**config.mk**
```make
export PLATFORM = sky130hd
export DESIGN_NAME = fp32_divider_seq
export DESIGN_NICKNAME = d
export VERILOG_FILES = /design/src/rtl/fp32_divider_seq.sv
export SDC_FILE = /design/constraint.sdc
export NUM_CORES = 1
export LEC_CHECK = 0
export ABC_AREA = 1
export CAP_MARGIN = 20
export CELL_PAD_IN_SITES_DETAIL_PLACEMENT = 1
export CELL_PAD_IN_SITES_GLOBAL_PLACEMENT = 2
export CORE_MARGIN = 2
export CORE_UTILIZATION = 31
export DETAILED_ROUTE_END_ITERATION = 8
export PLACE_DENSITY = 0.83
export SLEW_MARGIN = 20
export SYNTH_ARGS = -nofsm -noshare
export SYNTH_HDL_FRONTEND = slang
export SYNTH_SLANG_ARGS = --single-unit
```
**constraint.sdc**
```tcl
create_clock -name clk -period 4.96 [get_ports clk]
set_input_delay 0.992 -clock clk [delete_from_list [all_inputs] [get_ports clk]]
set_output_delay 0.992 -clock clk [all_outputs]
set_load 0.01 [all_outputs]
```
**src/rtl/fp32_divider_seq.sv**
```systemverilog
// fp32_divider_seq: iterative binary32 divider, one quotient bit per cycle.
// Ports: clk, reset (sync, active-high), start/A/B/round_mode in;
//        busy, done, resultDiv, errorDiv, overflowDiv out.
module fp32_divider_seq (
    input  logic        clk,
    input  logic        reset,
    input  logic        start,
    input  logic [31:0] A,
    input  logic [31:0] B,
    input  logic [1:0]  round_mode,
    output logic        busy,
    output logic        done,
    output logic [31:0] resultDiv,
    output logic        errorDiv,
    output logic        overflowDiv
);

    typedef enum logic [2:0] {
        IDLE, SPECIAL, DIVIDE, ROUND, DONE
    } state_t;

    state_t state, state_nx;

    logic              sign_r;
    logic [1:0]        rm_r;
    logic [23:0]       m2_r;
    logic [24:0]       rem_r;
    logic [25:0]       q_r;
    logic [4:0]        cnt_r;
    logic signed [9:0] exp_r;
    logic [31:0]       sp_res_r;
    logic              sp_err_r;

    logic a_zero, b_zero, a_inf, b_inf, a_nan, b_nan;
    logic is_special, accept, sign_in;
    logic [31:0] sp_res;
    logic        sp_err;

    assign a_zero  = (A[30:23] == 8'h00);
    assign b_zero  = (B[30:23] == 8'h00);
    assign a_inf   = (A[30:23] == 8'hFF) && (A[22:0] == 23'd0);
    assign b_inf   = (B[30:23] == 8'hFF) && (B[22:0] == 23'd0);
    assign a_nan   = (A[30:23] == 8'hFF) && (A[22:0] != 23'd0);
    assign b_nan   = (B[30:23] == 8'hFF) && (B[22:0] != 23'd0);
    assign sign_in = A[31] ^ B[31];

    // Any zero, inf or NaN operand resolves without dividing.
    assign is_special = a_zero | b_zero | a_inf | b_inf | a_nan | b_nan;
    assign accept     = start && (state == IDLE || state == DONE);

    // Special-case result, first match wins.
    always_comb begin
        sp_res = {sign_in, 31'd0};
        sp_err = 1'b0;
        if (a_nan || b_nan) begin
            sp_res = 32'h7FC0_0000;
            sp_err = 1'b1;
        end else if ((a_zero && b_zero) || (a_inf && b_inf)) begin
            sp_res = 32'h7FC0_0000;
            sp_err = 1'b1;
        end else if (a_inf) begin
            sp_res = {sign_in, 8'hFF, 23'd0};
        end else if (b_zero) begin
            sp_res = {sign_in, 8'hFF, 23'd0};
            sp_err = 1'b1;
        end
    end

    // Restoring step: subtract divisor when it fits.
    logic        ge;
    logic [24:0] rem_nx;

    assign ge     = (rem_r >= {1'b0, m2_r});
    assign rem_nx = ge ? (rem_r - {1'b0, m2_r}) : rem_r;

    // Normalise, round and range-check the finished quotient.
    logic              norm, guard, sticky, inc;
    logic [23:0]       mant, mant_r;
    logic [24:0]       sum;
    logic signed [9:0] e_n, e_r;
    logic [31:0]       rnd_res;
    logic              rnd_err, rnd_ovf;

    always_comb begin
        norm   = q_r[25];
        mant   = norm ? q_r[25:2] : q_r[24:1];
        guard  = norm ? q_r[1] : q_r[0];
        sticky = (norm & q_r[0]) | (rem_r != 25'd0);
        e_n    = norm ? exp_r : exp_r - 10'sd1;
        inc    = 1'b0;
        unique case (rm_r)
            2'b10:   inc = guard & (sticky | mant[0]);
            2'b11:   inc = 1'b0;
            2'b00:   inc = (guard | sticky) & ~sign_r;
            default: inc = (guard | sticky) & sign_r;
        endcase
        sum    = {1'b0, mant} + {24'd0, inc};
        mant_r = sum[23:0];
        e_r    = e_n;
        if (sum[24]) begin
            mant_r = sum[24:1];
            e_r    = e_n + 10'sd1;
        end
        rnd_res = {sign_r, e_r[7:0], mant_r[22:0]};
        rnd_err = 1'b0;
        rnd_ovf = 1'b0;
        if (e_r >= 10'sd255) begin
            rnd_res = {sign_r, 8'hFF, 23'd0};
            rnd_err = 1'b1;
            rnd_ovf = 1'b1;
        end else if (e_r <= 10'sd0) begin
            rnd_res = {sign_r, 31'd0};
        end
    end

    always_ff @(posedge clk) begin
        if (reset) state <= IDLE;
        else       state <= state_nx;
    end

    always_comb begin
        state_nx = state;
        unique case (state)
            IDLE, DONE: begin
                state_nx = IDLE;
                if (start) state_nx = is_special ? SPECIAL : DIVIDE;
            end
            SPECIAL: state_nx = DONE;
            DIVIDE:  if (cnt_r == 5'd25) state_nx = ROUND;
            ROUND:   state_nx = DONE;
            default: state_nx = IDLE;
        endcase
    end

    assign busy = (state == DIVIDE) || (state == ROUND);
    assign done = (state == DONE);

    always_ff @(posedge clk) begin
        if (reset) begin
            sign_r      <= 1'b0;
            rm_r        <= 2'b00;
            m2_r        <= 24'd0;
            rem_r       <= 25'd0;
            q_r         <= 26'd0;
            cnt_r       <= 5'd0;
            exp_r       <= 10'sd0;
            sp_res_r    <= 32'd0;
            sp_err_r    <= 1'b0;
            resultDiv   <= 32'd0;
            errorDiv    <= 1'b0;
            overflowDiv <= 1'b0;
        end else begin
            if (accept) begin
                sign_r   <= sign_in;
                rm_r     <= round_mode;
                m2_r     <= {1'b1, B[22:0]};
                rem_r    <= {2'b01, A[22:0]};
                q_r      <= 26'd0;
                cnt_r    <= 5'd0;
                exp_r    <= $signed({2'b00, A[30:23]} - {2'b00, B[30:23]} + 10'd127);
                sp_res_r <= sp_res;
                sp_err_r <= sp_err;
            end
            if (state == DIVIDE) begin
                q_r   <= {q_r[24:0], ge};
                rem_r <= {rem_nx[23:0], 1'b0};
                cnt_r <= cnt_r + 5'd1;
            end
            if (state == SPECIAL) begin
                resultDiv   <= sp_res_r;
                errorDiv    <= sp_err_r;
                overflowDiv <= 1'b0;
            end
            if (state == ROUND) begin
                resultDiv   <= rnd_res;
                errorDiv    <= rnd_err;
                overflowDiv <= rnd_ovf;
            end
        end
    end

endmodule

```
==> run_results.csv, run 1 <==
group,metric,value,unit
outcome,status,"finished, final reports clean",
final_layout,layout-drive-gt1-share,6.09,%
power_and_ir_drop,peakVddDrop,245,uV
synth,ys_async_sr_fraction,0,%
final_layout,finalInstanceArea,11300,sq um
clock_tree,cts-root-buf,"clkbuf_16",
floorplanning,dieHeight,178,microns
detailed_routing,drc_errors,0,
clock_tree,insertion_delay,0.43,ns
synth,synth_flop_cell,"dfxtp_1",
synth,ys_top_cells_by_count,"421 x nand2_1, 164 x inv_1, 157 x a21oi_1, 134 x dfxtp_1, 123 x nor2_1",
final_layout,seq_area,2680,sq um
synth,netlist.area_leader.share,28.5,%
setup_path,cp.arrival,4.64,ns
place,place_inst,1934,
synth,synth_cell_types,51,
setup_path,end_kind,"register",
timing,rsz0062_at_grt,"false",
power_and_ir_drop,p_leak,0.00467,uW
clock_tree,hold_buffers,0,
global_routing,grt_pass1_vias,10113,
setup_path,critPathKind,"register to register",
detailed_routing,routed_via_density,5.06,
timing,hold_ws,0.467,ns
detailed_routing,drtAntennaViolNets,0,
place,dpl_cell_area,10700,sq um
global_routing,grt_pass1_wl,52.5,mm
synth,syn_area_per_cell,6.32,sq um
global_routing,grt_overflow,0,
timing,clock_skew,0.0156,ns
floorplanning,placementRows,63,
clock_tree,cts_resized,0,
global_routing,antenna_found_initial,0,
place,port_buffers,104,
synth,yosysSeqAreaShare,28.5,%
timing,slew_headroom,30.6,%
detailed_routing,drtIter0Drc,559,
timing,finalSetupViolCount,0,
final_layout,instances_no_fill,1966,
global_routing,grt_max_degree,74,
timing,worst_pin_slew,1.04,ns
timing,slew_viol_final,0,
place,dp_slack,0.823,ns
synth,syn-num-nets,1600,
detailed_routing,routed_wl,31.3,mm
floorplanning,coreArea,29800,sq um
clock_tree,cts.sinks,134,
setup_path,critical_path.max_fanout,23,
final_layout,multiInputGateArea,5780,sq um
synth,synth_top_area_cell,"dfxtp_1",
detailed_routing,num_vias,9947,
clock_tree,cts_tree,"done",
floorplanning,initial_core_util,31.6,%
timing,final-hold-violation-count,0,
place,hpwl,23.7,mm
setup_path,required,5.31,ns
final_layout,num-fill-cells,3928,
final_layout,num_antenna_cells,0,
synth,synthCells,1490,
worst_hold_path,hp-class,"register to register",
place,place.gp.congestion,0.893,
synth,synth_edf_count,0,
synth,ys_warn_count,0,
global_routing,grt_util_all_layers,20.6,%
synth,ys_ff_latch,134,
power_and_ir_drop,power_density,355,nW/um^2
floorplanning,die-area,31800,sq um
detailed_routing,drtPass1Iterations,5,
clock_tree,clk_pin_slew,0.07,ns
synth,synth_area_leaders,"dfxtp_1 28%, nand2_1 17%, a21oi_1 8.3%",
timing,final.min_clock_period,4.29,ns
timing,setup_ws,0.670,ns
setup_path,start_kind,"register",
synth,syn_area,9420,sq um
clock_tree,cts_setup_buffers,0,
floorplanning,fp.dieW,178,microns
clock_tree,htreeDepth,4,
timing,fmax,233,MHz
timing,setup_tns,0,ns
floorplanning,pin_count,105,
job,max_cap_viol_count,0,
timing,period_share,86.5,%
clock_tree,ctsLongestPathBuffers,2,
synth,yosysMostFrequentCell,"nand2_1",
detailed_routing,wire_per_inst,15.9,microns
final_layout,fin_nets,1673,
final_layout,area_delta_synth_final,20.3,%
clock_tree,cts_buffers,17,
cell usage in the layout, fill, tap and decap left out, types with 3 or more instances in the layout:
cell type / n
nand3_2: 4
o21ai_1: 7
a22oi_1: 12
inv_6: 5
clkdlybuf4s50_1: 103
a31oi_1: 10
buf_4: 10
or2_2: 4
nand4_1: 42
clkbuf_16: 17
dfxtp_1: 134
and2_1: 5
inv_1: 164
xnor2_1: 15
nand3_1: 61
o211ai_1: 4
nor4_1: 24
inv_2: 12
nor2_2: 10
xor2_1: 30
a21oi_1: 157
nand2_2: 9
o21ai_0: 90
ha_1: 39
o22ai_1: 4
nor3_1: 16
nand2_1: 420
o221ai_1: 3
nor2_1: 122
nor2_4: 6
a211oi_1: 4
routing by layer:
layer / part of all wire, % / track usage, % / up-vias / wire (microns)
met5: 0 / 0 / - / 0
met4: 1.0 / 4.44 / 0 / 325
met3: 2.7 / 3.09 / 28 / 836
met2: 46 / 34.4 / 136 / 14300
met1: 51 / 28.2 / 4740 / 15800
li1: - / - / 5043 / -
area by class of cell:
| type | instances | area share, % |
|---|---|---|
| sequential | 134 | 23.7 |
| timing repair buffer | 114 | 9.81 |
| clock buffer | 18 | 3.88 |
| tap | 390 | 4.31 |
| inverter | 177 | 5.86 |
| clock inverter | 14 | 1.45 |
| multi-input combinational | 1119 | 51.0 |
sequential cells by signal (all words and copies together), names as in the netlist, 2 cells and up:
name / flops
sp_res_r: 3
rem_r: 25
state: 3
resultDiv: 32
q_r: 26
m2_r: 24
rm_r: 2
cnt_r: 5
exp_r: 10
cell families after synthesis:
kind of cell	count (synthesis)	share of synthesized area, %
adder cells (fa/ha/maj)	41	5.61
XOR/XNOR	46	4.36
AO/OA/AOI/OAI	301	17.2
buffers and inverters	237	10.3
flip-flops	134	28.5
AND/OR/NAND/NOR	731	34.1
power by group:
part	internal [uW]	switching (uW)	total (uW)
logic	496	974	1470
registers	1150	66.5	1220
clock network	770	559	1330
total	2420	1600	4020
per-stage QoR:
stage / total power, uW / util (%)
floorplan: 2270 / -
global placement: 2680 / 36.0
detailed placement: 2690 / 36.0
CTS: 4050 / 38.0
global route: 4310 / 38.0
finish: 4020 / 38.0
worst paths after layout:
kind,startpoint,endpoint,slack [ns],cells after the start
worst max-delay path,rem_r[8],resultDiv[22],0.67,23
worst min-delay path,resultDiv[8],resultDiv[8],0.47,2
worst max register to register,rem_r[8],resultDiv[22],0.67,23
worst min register to register,resultDiv[8],resultDiv[8],0.47,2
critical path: stages (launching register included):
cell       delay [ns]
dfxtp_1          0.34
nor4_1           0.60
nand4_1          0.27
nor3_1           0.26
o21ai_0          0.17
o2111ai_1        0.22
o41ai_1          0.11
ha_1             0.24
ha_1             0.21
inv_1            0.05
nor2_1           0.07
nand2_2          0.14
nor2_8           0.07
nand3_4          0.18
nand2_1          0.07
nand2_1          0.12
inv_1            0.07
nand2_1          0.07
nor2_1           0.05
nand3_1          0.06
nand2_1          0.09
nand2_2          0.37
nand4_1          0.22
a21oi_1          0.16
Note: power is estimated with default switching activity, not from simulation.
==> inputs of run 2 (changes only) <==
Settings changed: SETUP_SLACK_MARGIN from default to 0.2.
==> results of run 2 <==
The final DEF is identical to that of run 1; final timing and power are the same.
